[src/rtl/lin_phy_serdes_pkg.sv]
// lin_pkg: shared frame constants and FSM state types for the LIN PHY.
package lin_pkg;
  localparam int FRAME_W = 10;
  localparam logic START_BIT_VAL = 1'b0;
  localparam logic STOP_BIT_VAL = 1'b1;
  localparam int BREAK_BITS_DEF = 11;
  typedef enum logic {TX_IDLE, TX_SHIFT} tx_state_e;
  typedef enum logic [1:0] {RX_IDLE, RX_START, RX_DATA} rx_state_e;
endpackage

[src/rtl/lin_phy_serdes_if.sv]
// lin_phy_serdes_if: frame-side handshake plus single-wire bus signals of the LIN PHY.
interface lin_phy_serdes_if;
  import lin_pkg::*;
  logic [FRAME_W-1:0] tx_frame;
  logic tx_valid;
  logic tx_ready;
  logic lin_tx;
  logic lin_rx;
  logic [FRAME_W-1:0] rx_frame;
  logic rx_valid;
  logic rx_frame_err;
  logic bit_err;
  logic break_det;
  logic bus_busy;
  modport master (
    output tx_frame, tx_valid, lin_rx,
    input tx_ready, lin_tx, rx_frame, rx_valid, rx_frame_err, bit_err, break_det, bus_busy
  );
  modport slave (
    input tx_frame, tx_valid, lin_rx,
    output tx_ready, lin_tx, rx_frame, rx_valid, rx_frame_err, bit_err, break_det, bus_busy
  );
endinterface

[src/rtl/lin_bit_rx.sv]
// lin_bit_rx: lin_rx synchronizer, mid-bit sampling RX FSM and break detector.
module lin_bit_rx
  import lin_pkg::*;
#(
  parameter int CLKS_PER_BIT = 16,
  parameter int BREAK_BITS = BREAK_BITS_DEF
) (
  input  logic               clk,
  input  logic               reset,
  input  logic               lin_rx_i,
  output logic               rxs_o,
  output logic [FRAME_W-1:0] rx_frame_o,
  output logic               rx_valid_o,
  output logic               rx_frame_err_o,
  output logic               break_det_o,
  output logic               busy_o
);
  localparam int CW = $clog2(CLKS_PER_BIT);
  localparam logic [CW-1:0] HALF = CW'(CLKS_PER_BIT / 2);
  localparam logic [CW-1:0] LAST = CW'(CLKS_PER_BIT - 1);
  localparam int BMAX = BREAK_BITS * CLKS_PER_BIT;
  localparam int BW = $clog2(BMAX + 1);
  localparam logic [BW-1:0] BLIM = BW'(BMAX);
  rx_state_e state_q, state_d;
  logic [2:0] sync_q;
  logic [CW-1:0] cnt_q, cnt_d;
  logic [3:0] idx_q, idx_d;
  logic [FRAME_W-1:0] shift_q, shift_d, frame_q, frame_d;
  logic valid_q, valid_d, err_q, err_d, brk_q, brk_d;
  logic [BW-1:0] bcnt_q, bcnt_d;
  logic rxs, fall;
  // sync_q[1] is the synchronized line; sync_q[2] is its previous value for edge detection
  assign rxs = sync_q[1];
  assign fall = sync_q[2] & ~sync_q[1];
  always_comb begin
    state_d = state_q;
    cnt_d = cnt_q + 1'b1;
    idx_d = idx_q;
    shift_d = shift_q;
    frame_d = frame_q;
    valid_d = 1'b0;
    err_d = 1'b0;
    case (state_q)
      RX_IDLE: begin
        cnt_d = fall ? CW'(1) : '0;
        state_d = fall ? RX_START : RX_IDLE;
      end
      RX_START: if (cnt_q == HALF) begin
        state_d = (rxs == START_BIT_VAL) ? RX_DATA : RX_IDLE;
        shift_d = {rxs, shift_q[FRAME_W-1:1]};
        idx_d = 4'd1;
        cnt_d = '0;
      end
      RX_DATA: if (cnt_q == LAST) begin
        shift_d = {rxs, shift_q[FRAME_W-1:1]};
        idx_d = idx_q + 1'b1;
        cnt_d = '0;
        if (idx_q == 4'(FRAME_W - 1)) begin
          state_d = RX_IDLE;
          frame_d = shift_d;
          valid_d = 1'b1;
          err_d = rxs != STOP_BIT_VAL;
        end
      end
      default: state_d = RX_IDLE;
    endcase
    bcnt_d = rxs ? '0 : (bcnt_q == BLIM ? bcnt_q : bcnt_q + 1'b1);
    brk_d = !rxs && bcnt_q == BLIM - 1'b1;
  end
  always_ff @(posedge clk or negedge reset) begin
    if (!reset) begin
      sync_q <= '1;
      state_q <= RX_IDLE;
      cnt_q <= '0;
      idx_q <= '0;
      shift_q <= '0;
      frame_q <= '0;
      valid_q <= 1'b0;
      err_q <= 1'b0;
      bcnt_q <= '0;
      brk_q <= 1'b0;
    end else begin
      sync_q <= {sync_q[1:0], lin_rx_i};
      state_q <= state_d;
      cnt_q <= cnt_d;
      idx_q <= idx_d;
      shift_q <= shift_d;
      frame_q <= frame_d;
      valid_q <= valid_d;
      err_q <= err_d;
      bcnt_q <= bcnt_d;
      brk_q <= brk_d;
    end
  end
  assign rxs_o = rxs;
  assign rx_frame_o = frame_q;
  assign rx_valid_o = valid_q;
  assign rx_frame_err_o = err_q;
  assign break_det_o = brk_q;
  assign busy_o = state_q != RX_IDLE;
endmodule

[src/rtl/lin_phy_serdes.sv]
// lin_phy_serdes: LIN bit-level serializer with readback bit-error abort, plus the RX/break path.
module lin_phy_serdes
  import lin_pkg::*;
#(
  parameter int CLKS_PER_BIT = 16,
  parameter int BREAK_BITS = BREAK_BITS_DEF
) (
  input logic clk,
  input logic reset,
  lin_phy_serdes_if.slave bus
);
  localparam int CW = $clog2(CLKS_PER_BIT);
  localparam logic [CW-1:0] HALF = CW'(CLKS_PER_BIT / 2);
  localparam logic [CW-1:0] LAST = CW'(CLKS_PER_BIT - 1);
  tx_state_e state_q, state_d;
  logic [FRAME_W-1:0] frame_q, frame_d;
  logic [3:0] idx_q, idx_d;
  logic [CW-1:0] cnt_q, cnt_d;
  logic lin_tx_q, lin_tx_d, bit_err_q, bit_err_d;
  logic rxs, rx_busy;
  lin_bit_rx #(.CLKS_PER_BIT(CLKS_PER_BIT), .BREAK_BITS(BREAK_BITS)) u_rx (
    .clk           (clk),
    .reset         (reset),
    .lin_rx_i      (bus.lin_rx),
    .rxs_o         (rxs),
    .rx_frame_o    (bus.rx_frame),
    .rx_valid_o    (bus.rx_valid),
    .rx_frame_err_o(bus.rx_frame_err),
    .break_det_o   (bus.break_det),
    .busy_o        (rx_busy)
  );
  always_comb begin
    state_d = state_q;
    frame_d = frame_q;
    idx_d = idx_q;
    cnt_d = cnt_q + 1'b1;
    lin_tx_d = lin_tx_q;
    bit_err_d = 1'b0;
    case (state_q)
      TX_IDLE: begin
        cnt_d = '0;
        if (bus.tx_valid) begin
          state_d = TX_SHIFT;
          frame_d = bus.tx_frame;
          idx_d = '0;
          lin_tx_d = bus.tx_frame[0];
        end
      end
      TX_SHIFT: begin
        // the error pulse is flagged while still shifting so a coincident tx_valid is refused
        if (bit_err_q) begin
          state_d = TX_IDLE;
          lin_tx_d = 1'b1;
        end else if (cnt_q == HALF && rxs != lin_tx_q) begin
          bit_err_d = 1'b1;
        end else if (cnt_q == LAST) begin
          cnt_d = '0;
          idx_d = idx_q + 1'b1;
          state_d = idx_q == 4'(FRAME_W - 1) ? TX_IDLE : TX_SHIFT;
          lin_tx_d = idx_q == 4'(FRAME_W - 1) ? 1'b1 : frame_q[idx_q + 1'b1];
        end
      end
      default: state_d = TX_IDLE;
    endcase
  end
  always_ff @(posedge clk or negedge reset) begin
    if (!reset) begin
      state_q <= TX_IDLE;
      frame_q <= '0;
      idx_q <= '0;
      cnt_q <= '0;
      lin_tx_q <= 1'b1;
      bit_err_q <= 1'b0;
    end else begin
      state_q <= state_d;
      frame_q <= frame_d;
      idx_q <= idx_d;
      cnt_q <= cnt_d;
      lin_tx_q <= lin_tx_d;
      bit_err_q <= bit_err_d;
    end
  end
  assign bus.tx_ready = state_q == TX_IDLE;
  assign bus.lin_tx = lin_tx_q;
  assign bus.bit_err = bit_err_q;
  assign bus.bus_busy = state_q != TX_IDLE || rx_busy;
endmodule
[src/flat_wrapper.sv]
// flat-port wrapper written by rule: the top's interface ports become plain ports
module lin_phy_serdes_flat import lin_pkg::*;
#(
  parameter int CLKS_PER_BIT = 16,
  parameter int BREAK_BITS = BREAK_BITS_DEF
)
  (clk, reset, bus_tx_frame, bus_tx_valid, bus_lin_rx, bus_tx_ready, bus_lin_tx, bus_rx_frame, bus_rx_valid, bus_rx_frame_err, bus_bit_err, bus_break_det, bus_bus_busy);
  lin_phy_serdes_if bus_i ();
  input logic clk;
  input logic reset;
  input wire logic [$bits(bus_i.tx_frame)-1:0] bus_tx_frame;
  input wire logic [$bits(bus_i.tx_valid)-1:0] bus_tx_valid;
  input wire logic [$bits(bus_i.lin_rx)-1:0] bus_lin_rx;
  output wire logic [$bits(bus_i.tx_ready)-1:0] bus_tx_ready;
  output wire logic [$bits(bus_i.lin_tx)-1:0] bus_lin_tx;
  output wire logic [$bits(bus_i.rx_frame)-1:0] bus_rx_frame;
  output wire logic [$bits(bus_i.rx_valid)-1:0] bus_rx_valid;
  output wire logic [$bits(bus_i.rx_frame_err)-1:0] bus_rx_frame_err;
  output wire logic [$bits(bus_i.bit_err)-1:0] bus_bit_err;
  output wire logic [$bits(bus_i.break_det)-1:0] bus_break_det;
  output wire logic [$bits(bus_i.bus_busy)-1:0] bus_bus_busy;
  assign bus_i.tx_frame = bus_tx_frame;
  assign bus_i.tx_valid = bus_tx_valid;
  assign bus_i.lin_rx = bus_lin_rx;
  assign bus_tx_ready = bus_i.tx_ready;
  assign bus_lin_tx = bus_i.lin_tx;
  assign bus_rx_frame = bus_i.rx_frame;
  assign bus_rx_valid = bus_i.rx_valid;
  assign bus_rx_frame_err = bus_i.rx_frame_err;
  assign bus_bit_err = bus_i.bit_err;
  assign bus_break_det = bus_i.break_det;
  assign bus_bus_busy = bus_i.bus_busy;
  lin_phy_serdes #(.CLKS_PER_BIT(CLKS_PER_BIT), .BREAK_BITS(BREAK_BITS)) u_core (.clk(clk), .reset(reset), .bus(bus_i));
endmodule
[config.mk]
export PLATFORM = sky130hd
export DESIGN_NAME = lin_phy_serdes_flat
export DESIGN_NICKNAME = d
export VERILOG_FILES = /design/src/rtl/lin_phy_serdes_pkg.sv /design/src/rtl/lin_phy_serdes_if.sv /design/src/rtl/lin_bit_rx.sv /design/src/rtl/lin_phy_serdes.sv /design/src/flat_wrapper.sv
export SDC_FILE = /design/constraint.sdc
export NUM_CORES = 1
export LEC_CHECK = 0
export ABC_AREA = 1
export BUFFER_PORTS_ARGS = -buffer_cell sky130_fd_sc_hd__buf_2
export CORE_MARGIN = 8
export CORE_UTILIZATION = 40
export CTS_CLUSTER_DIAMETER = 150
export DETAILED_ROUTE_END_ITERATION = 16
export GPL_ROUTABILITY_DRIVEN = 0
export SLEW_MARGIN = 20
export SYNTH_ARGS = -nofsm -noshare
export SYNTH_HDL_FRONTEND = slang
export SYNTH_SLANG_ARGS = --single-unit
[constraint.sdc]
create_clock -name clk -period 2.1 [get_ports clk]
set_clock_uncertainty 0.05 [all_clocks]
set_input_delay 0.105 -clock clk [delete_from_list [all_inputs] [get_ports clk]]
set_output_delay 0.105 -clock clk [all_outputs]
set_load 0.02 [all_outputs]
==> impl_metrics.env, run 1 <==
export IMPL_status="finished, final reports clean"
export IMPL_ys_warn_count=0
export IMPL_finalNetCount=388
export IMPL_worst_skew_pair_late_latency_ns=0.34
export IMPL_synth_simple_area_share_pct=19.7
export IMPL_synth_top_family_by_area="simple AND/OR/NAND/NOR gates"
export IMPL_maxCapViolCount=0
export IMPL_synthFlopType="dfrtp_1"
export IMPL_worstReg2RegStart="u_core.u_rx.cnt_q[0]"
export IMPL_synth_cell_types=28
export IMPL_arrival_ns=1.91
export IMPL_drtPass1Iterations=4
export IMPL_cts_made_buffers=9
export IMPL_grt_pass1_wl_mm=9.63
export IMPL_synth_top_area_share_pct=53.1
export IMPL_power_density_mw_per_mm2=1160
export IMPL_layout_commonest_cell="nand2_1"
export IMPL_muxShareOfSynthArea_pct=0.398
export IMPL_syn_avg_cell_area_um2=8.98
export IMPL_hold_path_endpoint="u_core.bus.lin_tx"
export IMPL_cpPeakStageDelay_ns=0.40
export IMPL_grt_use_total_pct=12.0
export IMPL_grt_antenna_before_repair=0
export IMPL_antenna_cells=0
export IMPL_synth_fp_nets=339
export IMPL_drt_iter0_drc=85
export IMPL_die_area_mm2=0.0100
export IMPL_io_buffers=30
export IMPL_slew_viol_final=0
export IMPL_timing_rr_end="u_core.u_rx.idx_q[0]"
export IMPL_p_leak_uw=0.00171
export IMPL_setup_viol=0
export IMPL_synthArstFlopShare_pct=100
export IMPL_path_cells="ha_1, nand3_1, nor2_1, nand2_1, nand2_2, mux2_2"
export IMPL_synth_xor_area_share_pct=1.55
export IMPL_htree_levels=3
export IMPL_crit_family="simple AND/OR/NAND/NOR gates"
export IMPL_dieHeight_um=100
export IMPL_finalSetupTns_ns=0
export IMPL_cts_setup_buffers=0
export IMPL_cp_max_fo=20
export IMPL_slowest_stage="dfrtp_1"
export IMPL_cts_root_buffer="clkbuf_8"
export IMPL_hold_viol_final=0
export IMPL_crit_required_ns=2.27
export IMPL_synthTopCellsByArea="dfrtp_1, nand2_1, inv_1, ha_1, nand3_1"
export IMPL_boundaryPins=31
export IMPL_globalRouteOverflowTotal=0
export IMPL_min_delay_start="bus_tx_valid"
export IMPL_postPlaceCellArea_mm2=0.00308
export IMPL_dieWidth_um=100
export IMPL_finalInstanceArea_mm2=0.00342
export IMPL_final_cell_mix="nand2_1, dfrtp_1, inv_1, buf_2, nor2_1"
export IMPL_grt_pass1_vias=2133
export IMPL_fin_crit_ns=1.73
export IMPL_clk_path_buf_depth=2
export IMPL_synth_compound_area_share_pct=9.65
export IMPL_numClockSinks=64
export IMPL_worstSetupPathType="reg2reg"
export IMPL_row_count=30
export IMPL_vias=2157
export IMPL_post_cts_resized=0
export IMPL_rsz0062_at_grt="no"
export IMPL_finalCritPeriodShare_pct=82.4
export IMPL_start_util_pct=41.4
export IMPL_hold_class="in2reg"
export IMPL_fmax_mhz=578
export IMPL_drc=0
export IMPL_synth_top_area_cell="dfrtp_1"
export IMPL_grt_max_degree=27
export IMPL_cts_reportedPaths_clkPinSlew_ns=0.07
export IMPL_cts_tree="built"
export IMPL_hold_depth=4
export IMPL_postSynthCellCount=315
export IMPL_drive_above_1_share_pct=16.3
export IMPL_via_per_inst=4.64
export IMPL_tightest_slew_ns=0.590
export IMPL_r2r_cells=6
export IMPL_start_kind="flop"
export IMPL_drtAntennaViolNets=0
export IMPL_ys_ff_latch=64
export IMPL_wl_per_cell_um=11.5
export IMPL_area_delta_synth_final_pct=20.9
export IMPL_r2r_setup_slack_ns=0.37
export IMPL_synth_adder_area_share_pct=4.42
export IMPL_synth_seq_area_share_pct=56.8
export IMPL_crit_buf_inv=0
export IMPL_endpoint_kind="flop"
export IMPL_wirelength_mm=5.34
export IMPL_max_slew_margin_rel_pct=60.7
export IMPL_vdd_drop_max_uv=488
export IMPL_synth_edff_count=0
export IMPL_syn_area_mm2=0.00283
export IMPL_coreArea_mm2=0.00683
export IMPL_dp_hpwl_mm=3.89
-- per-stage QoR --
stage          setup slack, ns  total power [uW]  hold WS [ns]  instances  util [%]
6_report                 0.369              3980        0.0183        465      50.1
5_1_grt                  0.161              4310        0.0438        465      50.1
4_1_cts                  0.390              4030       0.00699        465      50.1
3_5_place_dp             0.397              2870        0.0885        437      45.1
3_3_place_gp             0.426              2840        0.0952        437      45.1
2_1_floorplan            0.586              2620        -0.241        315         -
-- per-layer routing --
| metal | track usage, % | wire [um] | vias to the layer above |
|---|---|---|---|
| met1 | 14.3 | 2510 | 1007 |
| met2 | 18.9 | 2410 | 42 |
| li1 | - | - | 1097 |
| met3 | 3.94 | 300 | 11 |
| met4 | 6.28 | 118 | 0 |
| met5 | 0 | 0 | - |
-- sequential cells by signal (all words and copies together) (netlist names) --
register and count:
u_core.frame_q 10, u_core.u_rx.rx_frame_o 10, u_core.u_rx.shift_q 9, u_core.u_rx.bcnt_q 8, u_core.cnt_q 4, u_core.idx_q 4, u_core.u_rx.cnt_q 4, u_core.u_rx.idx_q 4
u_core.u_rx.sync_q 3, u_core.u_rx.state_q 2, u_core.bus.bit_err 1, u_core.bus.lin_tx 1, u_core.state_q 1, u_core.u_rx.break_det_o 1, u_core.u_rx.rx_frame_err_o 1, u_core.u_rx.rx_valid_o 1
-- worst max-delay path by stage --
stage | cells past startpoint | to | slack, ns | from
6_report | 6 | u_core.u_rx.idx_q[0] | 0.37 | u_core.u_rx.cnt_q[0]
5_1_grt | 6 | u_core.u_rx.rx_frame_o[9] | 0.16 | u_core.u_rx.cnt_q[0]
4_1_cts | 6 | u_core.u_rx.rx_frame_o[9] | 0.39 | u_core.u_rx.cnt_q[0]
3_5_place_dp | 6 | u_core.u_rx.rx_frame_o[9] | 0.40 | u_core.u_rx.cnt_q[0]
3_3_place_gp | 6 | u_core.u_rx.rx_frame_o[9] | 0.43 | u_core.u_rx.cnt_q[0]
2_1_floorplan | 7 | u_core.u_rx.idx_q[0] | 0.59 | u_core.u_rx.cnt_q[0]
-- cell families (layout without fill, tap and decap cells) --
family          after synthesis  after routing
fa+ha+maj                    10             10
simple gates                130            130
xor+xnor                      5              5
compound gates               52             52
flops                        64             64
buf+inv                      53            107
mux                           1              1
-- worst min-delay path, cell delays in order --
cell     delay (ns)
buf_2          0.09
o21ai_0        0.09
nand2_1        0.07
nand2_1        0.05
-- cell type report --
type	instances	area, um^2
fill	676	3410
sequential	64	1610
multi-input combinational	198	1010
timing repair buffer	45	293
clock buffer	14	183
inverter	46	173
tap	96	120
clock inverter	2	35.0
-- power by group --
part | internal (uW) | leakage [uW] | switching (uW)
clock | 677 | 0.000113 | 451
sequential | 1550 | 0.000817 | 228
combinational | 419 | 0.000781 | 653
total | 2640 | 0.00171 | 1330
-- cell usage after synthesis (2+ instances only) --
| master | count |
|---|---|
| a21oi_1 | 8 |
| nand2_2 | 3 |
| nand2_1 | 68 |
| xnor2_1 | 3 |
| dfstp_2 | 4 |
| o21ai_1 | 19 |
| clkbuf_1 | 2 |
| nand3_1 | 22 |
| dfrtp_1 | 60 |
| buf_2 | 4 |
| o21ai_0 | 18 |
| nor2_1 | 26 |
| ha_1 | 10 |
| xor2_1 | 2 |
| o22ai_1 | 5 |
| inv_2 | 3 |
| nor3_1 | 3 |
| inv_1 | 43 |
| nand3b_1 | 3 |
-- repair_timing --
| action | 4_1_cts | 5_1_grt |
|---|---|---|
| hold endpoints to repair | 33 | 0 |
| hold buffers | 12 | 0 |
| endpoints found under the setup margin | 0 | 0 |
Note: power is estimated with default switching activity, not from simulation.
==> run 2: changes to the inputs <==
- ABC_AREA: 1 -> 0
- clock period: 2.1 -> 1.6 ns (I/O delays scaled with it)
==> run 2 against run 1 <==
The flow now finishes with violations (negative setup slack). Critical endpoint is now u_core.u_rx.rx_frame_o[1]. Count of clock-buffer cells in the layout fell by 4. Cell count fell by 5.6%. Synthesized cell count fell by 17%. Total power rose by 33%. Critical path depth did not move.
==> impl_metrics.env, run 2 <==
export IMPL_fin_crit_ns=1.68
export IMPL_whs_ns=0.117
export IMPL_crit_required_ns=1.77
export IMPL_worst_skew_pair_late_latency_ns=0.34
export IMPL_synth_top_cells_by_count="dfrtp_1, nand2_1, nor2_1"
export IMPL_endpoint_kind="flop"
export IMPL_wirelength_mm=5.89
export IMPL_hold_path_endpoint="u_core.bus.lin_tx"
export IMPL_synthArstFlopShare_pct=100
export IMPL_grt_pass1_vias=2239
export IMPL_finalNetCount=359
export IMPL_drtAntennaViolNets=0
export IMPL_dp_cells=403
export IMPL_synthFlopType="dfrtp_1"
export IMPL_layout_commonest_cell="dfrtp_1"
export IMPL_tightest_slew_ns=0.429
export IMPL_finalSetupTns_ns=-1.07
export IMPL_min_delay_start="bus_tx_valid"
export IMPL_seq_power_share_pct=42.2
export IMPL_boundaryPins=31
export IMPL_hold_viol_final=0
export IMPL_io_buffers=30
export IMPL_globalRouteOverflowTotal=0
export IMPL_hold_depth=5
export IMPL_row_count=31
export IMPL_max_slew_margin_rel_pct=71.1
export IMPL_p_leak_uw=0.00184
export IMPL_syn_avg_cell_area_um2=11.1
export IMPL_hold_class="in2reg"
export IMPL_syn_area_mm2=0.00292
export IMPL_grt_antenna_before_repair=0
export IMPL_drc=0
export IMPL_area_delta_synth_final_pct=33.1
export IMPL_vdd_drop_max_uv=676
export IMPL_violations="negative setup slack"
export IMPL_slew_viol_final=0
export IMPL_final_util_pct=54.4
export IMPL_cts_reportedPaths_clkPinSlew_ns=0.07
export IMPL_drt_iter0_drc=40
export IMPL_synth_top_area_share_pct=51.5
export IMPL_cts_tree="built"
export IMPL_htree_levels=3
export IMPL_worstSetupPathType="reg2reg"
export IMPL_start_util_pct=40.8
export IMPL_numClockSinks=64
export IMPL_synth_fp_nets=286
export IMPL_grt_use_total_pct=12.8
export IMPL_clockPowerShare_pct=29.0
export IMPL_dieHeight_um=101
export IMPL_timing_rr_end="u_core.u_rx.rx_frame_o[1]"
export IMPL_fmax_mhz=596
export IMPL_layout_cells_non_filler=439
export IMPL_power_uw=5310
export IMPL_antenna_cells=0
export IMPL_via_per_inst=4.75
export IMPL_cts_root_buffer="clkbuf_8"
export IMPL_drive_above_1_share_pct=36.5
export IMPL_startpoint="u_core.u_rx.cnt_q[0]"
export IMPL_ys_ff_latch=64
export IMPL_r2r_setup_slack_ns=-0.08
export IMPL_setup_ws_ns=-0.0777
export IMPL_cp_max_fo=11
export IMPL_coreArea_mm2=0.00714
export IMPL_drtPass1Iterations=4
export IMPL_arrival_ns=1.85
export IMPL_r2r_cells=6
export IMPL_synth_top_area_cell="dfrtp_1"
export IMPL_intPower_uw=3620
export IMPL_fillers=630
export IMPL_status="finished, violations left"
export IMPL_synthTopCellsByArea="dfrtp_1, nand2_1, ha_1, mux2_2, mux2_4"
export IMPL_die_area_mm2=0.0103
export IMPL_vias=2084
export IMPL_dieWidth_um=101
export IMPL_setup_viol=19
export IMPL_cts_made_buffers=9
export IMPL_rsz0062_at_grt="yes"
export IMPL_dp_hpwl_mm=3.87
export IMPL_p_sw_share_pct=31.7
export IMPL_ys_warn_count=0
export IMPL_power_density_mw_per_mm2=1370
export IMPL_synth_cell_types=43
export IMPL_postSynthCellCount=262
export IMPL_grt_max_degree=29
export IMPL_worstReg2RegStart="u_core.u_rx.cnt_q[0]"
export IMPL_combPwrFrac_pct=28.8
export IMPL_finalCritPeriodShare_pct=105
export IMPL_synth_seq_area_share_pct=55.1
export IMPL_p_sw_uw=1680
export IMPL_start_kind="flop"
export IMPL_grt_pass1_wl_mm=10.3
export IMPL_final_cell_mix="dfrtp_1, nand2_1, buf_2, buf_4, nor2_1"
export IMPL_wl_per_cell_um=13.4
export IMPL_synth_most_common_cell="dfrtp_1"
export IMPL_synth_edff_count=0
export IMPL_clk_path_buf_depth=2
export IMPL_maxCapViolCount=0
run 2: final cells by class:
cell class	count	area (um^2)	area share, %
clock buffers	10	138	3.55
multi-input cells	177	1360	35.1
well taps	99	124	3.19
clock inverters	6	82.6	2.13
inverters	14	52.6	1.35
repair buffers	69	515	13.3
flip-flops and latches	64	1610	41.4
run 2: cells by family after synthesis:
| group | after synthesis | synth area share, % |
|---|---|---|
| DFF | 64 | 55.1 |
| and+or+nand+nor | 103 | 17.7 |
| adders and majority gates | 10 | 4.29 |
| muxes | 23 | 9.74 |
| AOI/OAI and AO/OA | 26 | 5.54 |
| buffers and inverters | 22 | 3.39 |
| xor gates and xnor gates | 14 | 4.21 |
run 2: how the worst max path moves through the flow:
| stage | slack (ns) | cells past startpoint | end |
|---|---|---|---|
| 6_report | -0.08 | 6 | u_core.u_rx.rx_frame_o[1] |
| 3_3_place_gp | -0.1 | 6 | u_core.u_rx.shift_q[1] |
| 4_1_cts | -0.12 | 6 | u_core.u_rx.shift_q[8] |
| 5_1_grt | -0.16 | 6 | u_core.u_rx.rx_frame_o[1] |
| 3_5_place_dp | -0.14 | 6 | u_core.bus.lin_tx |
| 2_1_floorplan | -0.09 | 7 | u_core.u_rx.shift_q[2] |
run 2: critical path: stages, from the launching register on:
cell      delay [ns]
dfrtp_1         0.40
ha_2            0.23
nand3_4         0.11
nand2b_4        0.17
nor2_4          0.12
buf_12          0.14
mux2_2          0.33
run 2: metal layers:
metal,vias up,track usage (%),part of all wire [%]
met5,-,0,0
li1,1020,-,-
met4,0,6.87,2.4
met2,36,20.1,49
met3,14,3.78,3.5
met1,1014,15.6,45
run 2: per-stage QoR:
| step | setup WS, ns | cell area, um^2 |
|---|---|---|
| floorplan | -0.0886 | 2930 |
| global placement | -0.0962 | 3330 |
| detailed placement | -0.143 | 3330 |
| CTS | -0.121 | 3750 |
| global route | -0.157 | 3880 |
| finish | -0.0777 | 3880 |
run 2: power by group through the flow:
stage	clock network (uW)	registers, uW	logic (uW)
final	1540	2240	1530
after global routing	1650	2290	1730
after floorplan	0	2190	820
after CTS	1580	2210	1360
after detailed placement	0	2220	1210
after global placement	0	2210	1190
run 2: timing repair:
item	CTS	global route
setup endpoints to repair	21	26
cloned	1	0
hold buffers	12	0
endpoints found under the hold margin	72	0
buffers inserted	2	5
pin swaps	6	8
gates resized for setup	12	23
